File: config.mk
export PLATFORM = sky130hd
export DESIGN_NAME = window_scan_counter_flat
export DESIGN_NICKNAME = d
export VERILOG_FILES = /design/src/rtl/window_scan_counter_if.sv /design/src/rtl/window_scan_counter.sv /design/src/flat_wrapper.sv
export SDC_FILE = /design/constraint.sdc
export NUM_CORES = 1
export LEC_CHECK = 0
export CORE_MARGIN = 8
export CORE_UTILIZATION = 57
export CTS_BUF_LIST = sky130_fd_sc_hd__clkbuf_4 sky130_fd_sc_hd__clkbuf_8
export DETAILED_ROUTE_END_ITERATION = 8
export PLACE_DENSITY_LB_ADDON = 0.05
export SETUP_SLACK_MARGIN = 0.05
export SYNTH_ARGS = -nofsm -noshare
export SYNTH_HDL_FRONTEND = slang
export SYNTH_SLANG_ARGS = --single-unit
File: constraint.sdc
create_clock -name clk_i -period 4.2 [get_ports clk_i]
set_clock_uncertainty 0.15 [all_clocks]
set_input_delay 1.05 -clock clk_i [delete_from_list [all_inputs] [get_ports clk_i]]
set_output_delay 1.05 -clock clk_i [all_outputs]
set_load 0.05 [all_outputs]
File: src/rtl/window_scan_counter_if.sv
// -----------------------------------------------------------------------------
// window_scan_counter_if
// Purpose : bundles the control, limit and handshake signals of
//           window_scan_counter so that a consumer and the counter connect
//           through a single port.
// Signals : start_i, clear_i   - scan start / synchronous abort (master -> slave)
//           x_end_i, y_end_i   - last X / Y index, sampled at start
//           ready_i            - consumer accept
//           X_o, Y_o, addr_o   - current coordinate and linear address
//           valid_o, last_o    - beat offered / final beat
//           busy_o, done_o     - not idle / one-cycle completion pulse
// Modports: master (consumer side), slave (window_scan_counter side)
// -----------------------------------------------------------------------------
interface window_scan_counter_if #(
   parameter int X_WIDTH    = 8,
   parameter int Y_WIDTH    = 8,
   parameter int ADDR_WIDTH = 16
);
   logic                  start_i;
   logic                  clear_i;
   logic [X_WIDTH-1:0]    x_end_i;
   logic [Y_WIDTH-1:0]    y_end_i;
   logic                  ready_i;
   logic [X_WIDTH-1:0]    X_o;
   logic [Y_WIDTH-1:0]    Y_o;
   logic [ADDR_WIDTH-1:0] addr_o;
   logic                  valid_o;
   logic                  last_o;
   logic                  busy_o;
   logic                  done_o;

   modport master (
      output start_i, clear_i, x_end_i, y_end_i, ready_i,
      input  X_o, Y_o, addr_o, valid_o, last_o, busy_o, done_o
   );

   modport slave (
      input  start_i, clear_i, x_end_i, y_end_i, ready_i,
      output X_o, Y_o, addr_o, valid_o, last_o, busy_o, done_o
   );
endinterface

File: src/rtl/window_scan_counter.sv
// -----------------------------------------------------------------------------
// window_scan_counter
// Purpose : raster scan generator. After start it offers every (X, Y)
//           coordinate of a grid, Y innermost, together with the linear
//           address X*(y_end+1)+Y, one beat per valid/ready handshake.
//           A one-cycle done_o pulse marks normal completion.
// Ports   : clk_i  - clock, rising edge
//           rst_i  - asynchronous active-high reset
//           bus    - window_scan_counter_if.slave (controls, limits,
//                    coordinate outputs and handshake)
// Config  : define WSC_BORDER_SKIP_EN to scan only interior pixels
//           (start at (1,1), stop one short of each limit, row step 3);
//           grids without an interior then finish with zero beats.
// -----------------------------------------------------------------------------
module window_scan_counter #(
   parameter int X_WIDTH    = 8,
   parameter int Y_WIDTH    = 8,
   parameter int ADDR_WIDTH = 16
) (
   input logic                  clk_i,
   input logic                  rst_i,
   window_scan_counter_if.slave bus
);

   typedef enum logic [1:0] {
      IDLE = 2'd0,
      RUN  = 2'd1,
      DONE = 2'd2
   } state_t;

`ifdef WSC_BORDER_SKIP_EN
   localparam logic [X_WIDTH-1:0]    X0       = X_WIDTH'(1);
   localparam logic [Y_WIDTH-1:0]    Y0       = Y_WIDTH'(1);
   // Wrapping from the last interior column to the first interior column of
   // the next row skips the right border pixel and the left border pixel.
   localparam logic [ADDR_WIDTH-1:0] ROW_STEP = ADDR_WIDTH'(3);
`else
   localparam logic [X_WIDTH-1:0]    X0       = '0;
   localparam logic [Y_WIDTH-1:0]    Y0       = '0;
   localparam logic [ADDR_WIDTH-1:0] ROW_STEP = ADDR_WIDTH'(1);
`endif

   state_t                state_reg, state_next;
   logic [X_WIDTH-1:0]    x_reg;
   logic [Y_WIDTH-1:0]    y_reg;
   logic [ADDR_WIDTH-1:0] addr_reg;
   logic [X_WIDTH-1:0]    x_lim_reg;
   logic [Y_WIDTH-1:0]    y_lim_reg;

   logic                  accept;
   logic                  at_last;
   logic                  no_beats;
   logic [X_WIDTH-1:0]    x_lim_load;
   logic [Y_WIDTH-1:0]    y_lim_load;
   logic [ADDR_WIDTH-1:0] addr_load;

   assign accept  = (state_reg == RUN) && bus.ready_i;
   assign at_last = (x_reg == x_lim_reg) && (y_reg == y_lim_reg);

`ifdef WSC_BORDER_SKIP_EN
   // Fewer than three pixels along either axis leaves no interior; the
   // limit values loaded in that case are never used.
   assign no_beats   = (bus.x_end_i < X_WIDTH'(2)) || (bus.y_end_i < Y_WIDTH'(2));
   assign x_lim_load = bus.x_end_i - X_WIDTH'(1);
   assign y_lim_load = bus.y_end_i - Y_WIDTH'(1);
   assign addr_load  = ADDR_WIDTH'(bus.y_end_i) + ADDR_WIDTH'(2);
`else
   assign no_beats   = 1'b0;
   assign x_lim_load = bus.x_end_i;
   assign y_lim_load = bus.y_end_i;
   assign addr_load  = '0;
`endif

   // State register
   always_ff @(posedge clk_i or posedge rst_i) begin
      if (rst_i) begin
         state_reg <= IDLE;
      end else begin
         state_reg <= state_next;
      end
   end

   // Next-state logic; clear_i overrides everything
   always_comb begin
      state_next = state_reg;
      if (bus.clear_i) begin
         state_next = IDLE;
      end else begin
         unique case (state_reg)
            IDLE:    if (bus.start_i) state_next = no_beats ? DONE : RUN;
            RUN:     if (accept && at_last) state_next = DONE;
            DONE:    state_next = IDLE;
            default: state_next = IDLE;
         endcase
      end
   end

   // Output logic (Moore, except last_o which also needs the coordinate)
   always_comb begin
      bus.valid_o = (state_reg == RUN);
      bus.last_o  = (state_reg == RUN) && at_last;
      bus.busy_o  = (state_reg != IDLE);
      bus.done_o  = (state_reg == DONE);
   end

   // Coordinate / address counters and latched limits
   always_ff @(posedge clk_i or posedge rst_i) begin
      if (rst_i) begin
         x_reg     <= '0;
         y_reg     <= '0;
         addr_reg  <= '0;
         x_lim_reg <= '0;
         y_lim_reg <= '0;
      end else if (bus.clear_i) begin
         x_reg    <= '0;
         y_reg    <= '0;
         addr_reg <= '0;
      end else if (state_reg == IDLE && bus.start_i) begin
         x_lim_reg <= x_lim_load;
         y_lim_reg <= y_lim_load;
         x_reg     <= X0;
         y_reg     <= Y0;
         addr_reg  <= addr_load;
      end else if (accept && !at_last) begin
         if (y_reg == y_lim_reg) begin
            y_reg    <= Y0;
            x_reg    <= x_reg + X_WIDTH'(1);
            addr_reg <= addr_reg + ROW_STEP;
         end else begin
            y_reg    <= y_reg + Y_WIDTH'(1);
            addr_reg <= addr_reg + ADDR_WIDTH'(1);
         end
      end
   end

   assign bus.X_o    = x_reg;
   assign bus.Y_o    = y_reg;
   assign bus.addr_o = addr_reg;

endmodule

File: src/flat_wrapper.sv
// flat-port wrapper written by rule: the top's interface ports become plain ports
module window_scan_counter_flat 
#(
   parameter int X_WIDTH    = 8,
   parameter int Y_WIDTH    = 8,
   parameter int ADDR_WIDTH = 16
)
  (clk_i, rst_i, bus_start_i, bus_clear_i, bus_x_end_i, bus_y_end_i, bus_ready_i, bus_X_o, bus_Y_o, bus_addr_o, bus_valid_o, bus_last_o, bus_busy_o, bus_done_o);
  window_scan_counter_if #(.X_WIDTH(X_WIDTH), .Y_WIDTH(Y_WIDTH), .ADDR_WIDTH(ADDR_WIDTH)) bus_i ();
  input logic clk_i;
  input logic rst_i;
  input wire logic [$bits(bus_i.start_i)-1:0] bus_start_i;
  input wire logic [$bits(bus_i.clear_i)-1:0] bus_clear_i;
  input wire logic [$bits(bus_i.x_end_i)-1:0] bus_x_end_i;
  input wire logic [$bits(bus_i.y_end_i)-1:0] bus_y_end_i;
  input wire logic [$bits(bus_i.ready_i)-1:0] bus_ready_i;
  output wire logic [$bits(bus_i.X_o)-1:0] bus_X_o;
  output wire logic [$bits(bus_i.Y_o)-1:0] bus_Y_o;
  output wire logic [$bits(bus_i.addr_o)-1:0] bus_addr_o;
  output wire logic [$bits(bus_i.valid_o)-1:0] bus_valid_o;
  output wire logic [$bits(bus_i.last_o)-1:0] bus_last_o;
  output wire logic [$bits(bus_i.busy_o)-1:0] bus_busy_o;
  output wire logic [$bits(bus_i.done_o)-1:0] bus_done_o;
  assign bus_i.start_i = bus_start_i;
  assign bus_i.clear_i = bus_clear_i;
  assign bus_i.x_end_i = bus_x_end_i;
  assign bus_i.y_end_i = bus_y_end_i;
  assign bus_i.ready_i = bus_ready_i;
  assign bus_X_o = bus_i.X_o;
  assign bus_Y_o = bus_i.Y_o;
  assign bus_addr_o = bus_i.addr_o;
  assign bus_valid_o = bus_i.valid_o;
  assign bus_last_o = bus_i.last_o;
  assign bus_busy_o = bus_i.busy_o;
  assign bus_done_o = bus_i.done_o;
  window_scan_counter #(.X_WIDTH(X_WIDTH), .Y_WIDTH(Y_WIDTH), .ADDR_WIDTH(ADDR_WIDTH)) u_core (.clk_i(clk_i), .rst_i(rst_i), .bus(bus_i));
endmodule
# Yosys cells after proc, flatten, opt, wreduce, memory -nomap -nowiden
# Index checks and enable logic that the tools add are counted.
dict set report totals {
  ff_bits 50
  word_cells 45
  in_bits 21
  out_inout_bits 36
}
dict set report op_classes {
  n_addsub 3
  n_reduce_logical 14
  muxes 15
  n_eq_ne 6
  n_bitwise 1
}
# op n
set op_table {}
lappend op_table {{$mux 8} 8}
lappend op_table {{$mux 16} 3}
lappend op_table {{$add 16x1->16 const B} 1}
lappend op_table {{$add 8x1->8 const B} 2}
lappend op_table {{$eq 8x8->1} 2}
lappend op_table {{$logic_and 1x1->1} 6}
lappend op_table {{$mux 2} 3}
lappend op_table {{$reduce_and 2->1} 3}
lappend op_table {{$reduce_bool 3->1} 2}
lappend op_table {{$pmux 2 s2} 1}
lappend op_table {{$ne 3x2->1 const B} 1}
lappend op_table {{$ne 3x3->1 const B} 1}
lappend op_table {{$eq 2x1->1 const B} 1}
lappend op_table {{$eq 2x2->1 const B} 1}
lappend op_table {{$logic_not 2->1} 1}
lappend op_table {{$reduce_bool 2->1} 1}
lappend op_table {{$logic_not 1->1} 1}
lappend op_table {{$not 1->1} 1}

# Longest topological paths before layout
dict set report logic_depth {
  word_depth 7
  ltp_mapped 7
  ltp_nobuf 6
}

# Least setup slack after synthesis
# No wires, ideal clock.
dict set report synth_timing {
  path_type {flip-flop to output port}
  start {register u_core.y_reg[4], in the netlist u_core.bus.Y_o[4]}
  end {output port bus_last_o}
  path_slack_ns 1.175
  path_buffers 0
  stages_incl_launch_ff 5
  t_required_ns 3.000
  t_arrival_ns 1.825
  cell_sequence {dfrtp_1 -> xnor2_1 -> nand4_2 -> nor4_1 -> and2_1}
}
dict set report synth_via {
  elab_chain_cells 3
}
# item line
set synth_lines {}
lappend synth_lines {{start: declaration} window_scan_counter.sv:45} ;# logic [Y_WIDTH-1:0] y_reg;
lappend synth_lines {{start signal: assignment} window_scan_counter.sv:130} ;# y_reg <= y_reg + Y_WIDTH'(1);
lappend synth_lines {{$eq 8x8->1} window_scan_counter.sv:58} ;# assign at_last = (x_reg == x_lim_reg) && (y_reg == y_lim_reg);
lappend synth_lines {{$logic_and 1x1->1} window_scan_counter.sv:58}
lappend synth_lines {{$logic_and 1x1->1} window_scan_counter.sv:101} ;# bus.last_o = (state_reg == RUN) && at_last;
lappend synth_lines {{end: declaration} flat_wrapper.sv:21} ;# output wire logic [$bits(bus_i.last_o)-1:0] bus_last_o;
# Every way passes these cells.

# Final worst setup path
dict set report layout_timing {
  start {register u_core.x_reg[2], in the netlist u_core.bus.X_o[2]}
  end {output port bus_last_o}
}
dict set report layout_via {
  elab_chain_cells 3
}
# item line
set layout_lines {}
lappend layout_lines {{start: declaration} window_scan_counter.sv:44} ;# logic [X_WIDTH-1:0] x_reg;
lappend layout_lines {{start signal: assignment} window_scan_counter.sv:127} ;# x_reg <= x_reg + X_WIDTH'(1);
lappend layout_lines {{$eq 8x8->1} window_scan_counter.sv:58}
lappend layout_lines {{$logic_and 1x1->1} window_scan_counter.sv:58}
lappend layout_lines {{$logic_and 1x1->1} window_scan_counter.sv:101}
# Every way passes these cells.

==> impl_metrics.env <==
export IMPL_status="complete, no violations"
export IMPL_grt_total_usage=0.1802
export IMPL_crit_type="reg -> out"
export IMPL_syn_num_nets=283
export IMPL_num_vias=2170
export IMPL_synth_adder_area_share=0.01418
export IMPL_synth_most_common_cell="dfrtp_1"
export IMPL_post_cts_buffers=0
export IMPL_routedWlPerCell_um=16.80
export IMPL_cts_resized=0
export IMPL_cts_max_level=2
export IMPL_area_delta_synth_final_pct=27.98
export IMPL_wl_mm=6.201
export IMPL_rows=24
export IMPL_synth_common_cells="dfrtp_1 (50), nand3_1 (20), a21oi_1 (19), xnor2_1 (19), nor2_1 (18)"
export IMPL_min_period_ns=3.764
export IMPL_grt_start_max_net_pins=51
export IMPL_drt_iter0_markers=124
export IMPL_hold_class="reg -> reg"
export IMPL_grt_pass1_wl_mm=10.62
export IMPL_synthFlopType="dfrtp_1"
export IMPL_timing_fmax_mhz=265.7
export IMPL_yosys_register_bits=50
export IMPL_critPathLaunchType="flip-flop"
export IMPL_yosysUniqueCellTypes=38
export IMPL_hold_buffers=0
export IMPL_peakVddDrop_v=0.0002865
export IMPL_endpoint_kind="primary output"
export IMPL_fin_setup_tns_ns=0
export IMPL_grt_busiest_layer="met2"
export IMPL_max_slew_margin_rel=0.3332
export IMPL_synth_top_family_by_area="simple AND/OR/NAND/NOR gates"
export IMPL_gp_congestion=0.8706
export IMPL_crit_fanout=7
export IMPL_rsz0062_at_grt="false"
export IMPL_drc=0
export IMPL_grt_pass1_vias=2192
export IMPL_max_cap_violations=0
export IMPL_die_w_um=84.15
export IMPL_die_h_um=84.15
export IMPL_syn_inst=259
export IMPL_clk_pin_slew_worst_paths_ns=0.09
export IMPL_io_buffers=56
export IMPL_powerDensity_nw_per_um2=335.3
export IMPL_via_per_inst=5.881
export IMPL_synth_top_area_share=0.4726
export IMPL_die_area_um2=7081
export IMPL_grt_use_met1=0.2218
export IMPL_arrival_ns=2.56
export IMPL_worst_pin_slew_ns=1.000
export IMPL_dp_hpwl_mm=4.595
export IMPL_leakage_uw=0.001324
export IMPL_detailedRoute_firstPassIterationCount=4
export IMPL_largest_register_ff_count=16
export IMPL_start_util=0.5998
export IMPL_hold_viol=0
export IMPL_diodes=0
export IMPL_critPathRequiredTime_ns=3.00
export IMPL_clockBufferDepth=2
export IMPL_yosys_warnings=0
export IMPL_synth_area_um2=2648
export IMPL_timing_final_crit_share=0.8963
export IMPL_yosysTopAreaCell="dfrtp_1"
export IMPL_ioPinCount=57
export IMPL_drive_gt1_frac=0.1230
export IMPL_nNetsFinal=340
export IMPL_grtUsageMet2=0.2987
export IMPL_antenna_found_initial=0
export IMPL_coreArea_um2=4414
export IMPL_setup_viol=0
export IMPL_fill_cells=315
export IMPL_ys_seq_area_frac=0.4726
export IMPL_gr_total_overflow=0
export IMPL_tritoncts="done"
export IMPL_slew_violations=0
export IMPL_cts_buffers=5
export IMPL_synth_simple_area_share=0.1938
export IMPL_synth_xor_xnor_area_share=0.06616
export IMPL_cts_sinks=50
export IMPL_final_util=0.7676
export IMPL_avgSynthCellArea_um2=10.22
export IMPL_met3_usage=0.05217
export IMPL_synthMuxAreaShare=0.07987
export IMPL_ys_async_sr_fraction=1.000
export IMPL_ant_nets=0
export IMPL_clkLatencyLatePin_ns=0.30
export IMPL_cts_root_buf="clkbuf_8"
export IMPL_synth_compound_area_frac=0.1333
export IMPL_synth_edf_count=0
export IMPL_synth_area_leaders="dfrtp_1 (47%), mux2_2 (7.2%), xnor2_1 (6.3%), nand3_1 (3.8%), a21oi_1 (3.6%)"
==> layer usage <==
layer / share of wire / vias up
li1: - / 1051
met1: 0.44 / 1066
met2: 0.50 / 45
met3: 0.046 / 8
met4: 0.014 / 0
met5: 0 / -
==> layout by cell type, fill, tap and decap left out, types with 3 or more instances in the layout <==
| cell type | synthesis | layout |
|---|---|---|
| clkbuf_8 | 0 | 6 |
| nand2_1 | 16 | 16 |
| xnor2_1 | 19 | 19 |
| nor3_1 | 3 | 3 |
| mux2_2 | 17 | 17 |
| nand4_1 | 5 | 5 |
| nor2_1 | 18 | 18 |
| nand3_1 | 20 | 20 |
| inv_1 | 10 | 9 |
| and4_1 | 3 | 3 |
| or4_1 | 8 | 8 |
| o21ai_0 | 12 | 12 |
| ha_1 | 3 | 3 |
| buf_4 | 2 | 4 |
| a21oi_1 | 19 | 19 |
| o31ai_1 | 7 | 7 |
| a21o_1 | 5 | 5 |
| or3_1 | 6 | 6 |
| a22oi_1 | 4 | 4 |
| dfrtp_1 | 50 | 50 |
| clkdlybuf4s50_1 | 0 | 56 |
| a31o_2 | 3 | 3 |
| nand2b_1 | 3 | 3 |
==> critical path, cell delays in order, from the launching register on <==
cell             delay (ns)
dfrtp_1                0.46
xnor2_1                0.24
nand4_1                0.19
nor4_1                 0.40
and2_1                 0.18
clkdlybuf4s50_1        0.80
==> where the power goes <==
part | leakage [uW] | switching (uW) | internal, uW
Combinational | 0.000590 | 92.5 | 87.9
Clock | 0.0000714 | 152 | 254
Sequential | 0.000662 | 32.1 | 518
==> logic make-up (layout without fill, tap and decap cells) <==
logic type	count (synthesis)	in the layout
simple gates	94	94
fa+ha+maj	3	3
compound gates	53	53
xor+xnor	20	20
buf+inv	20	78
mux	19	19
flops	50	50
==> worst paths after layout <==
path / from / to / slack (ns) / cells past startpoint
setup / recovery: u_core.bus.X_o[2] / bus_last_o / 0.44 / 5
hold / removal: u_core.x_lim_reg[1] / u_core.x_lim_reg[1] / 0.40 / 1
setup reg to reg: u_core.bus.X_o[2] / u_core.bus.addr_o[3] / 1.59 / 6
hold reg to reg: u_core.x_lim_reg[1] / u_core.x_lim_reg[1] / 0.40 / 1
max in group asynchronous: rst_i / u_core.bus.addr_o[5] / 2.13 / 2
min in group asynchronous: rst_i / u_core.bus.addr_o[4] / 1.14 / 2
==> through the flow <==
stage	std cells	cell area, um2	hold slack [ns]	total power, uW	setup slack, ns
finish	369	3388	0.4011	1136	0.4357
global route	369	3388	0.4226	1183	0.2239
CTS	369	3388	0.4035	1147	0.3914
detailed placement	361	3246	0.3760	741.2	0.7329
global placement	361	3246	0.3754	736.5	0.7344
floorplan	259	2648	0.3522	682.7	1.175
==> area by class of cell <==
type	count	area [um2]	share of cell area
Multi-Input combinational cell	189	1301	0.3840
Inverter	10	37.54	0.01108
Tap cell	52	65.06	0.01920
Sequential cell	50	1251	0.3693
Clock buffer	6	82.58	0.02437
Timing Repair Buffer	60	590.6	0.1743
Clock inverter	2	60.06	0.01773
Power figures use the tool's default switching activity.
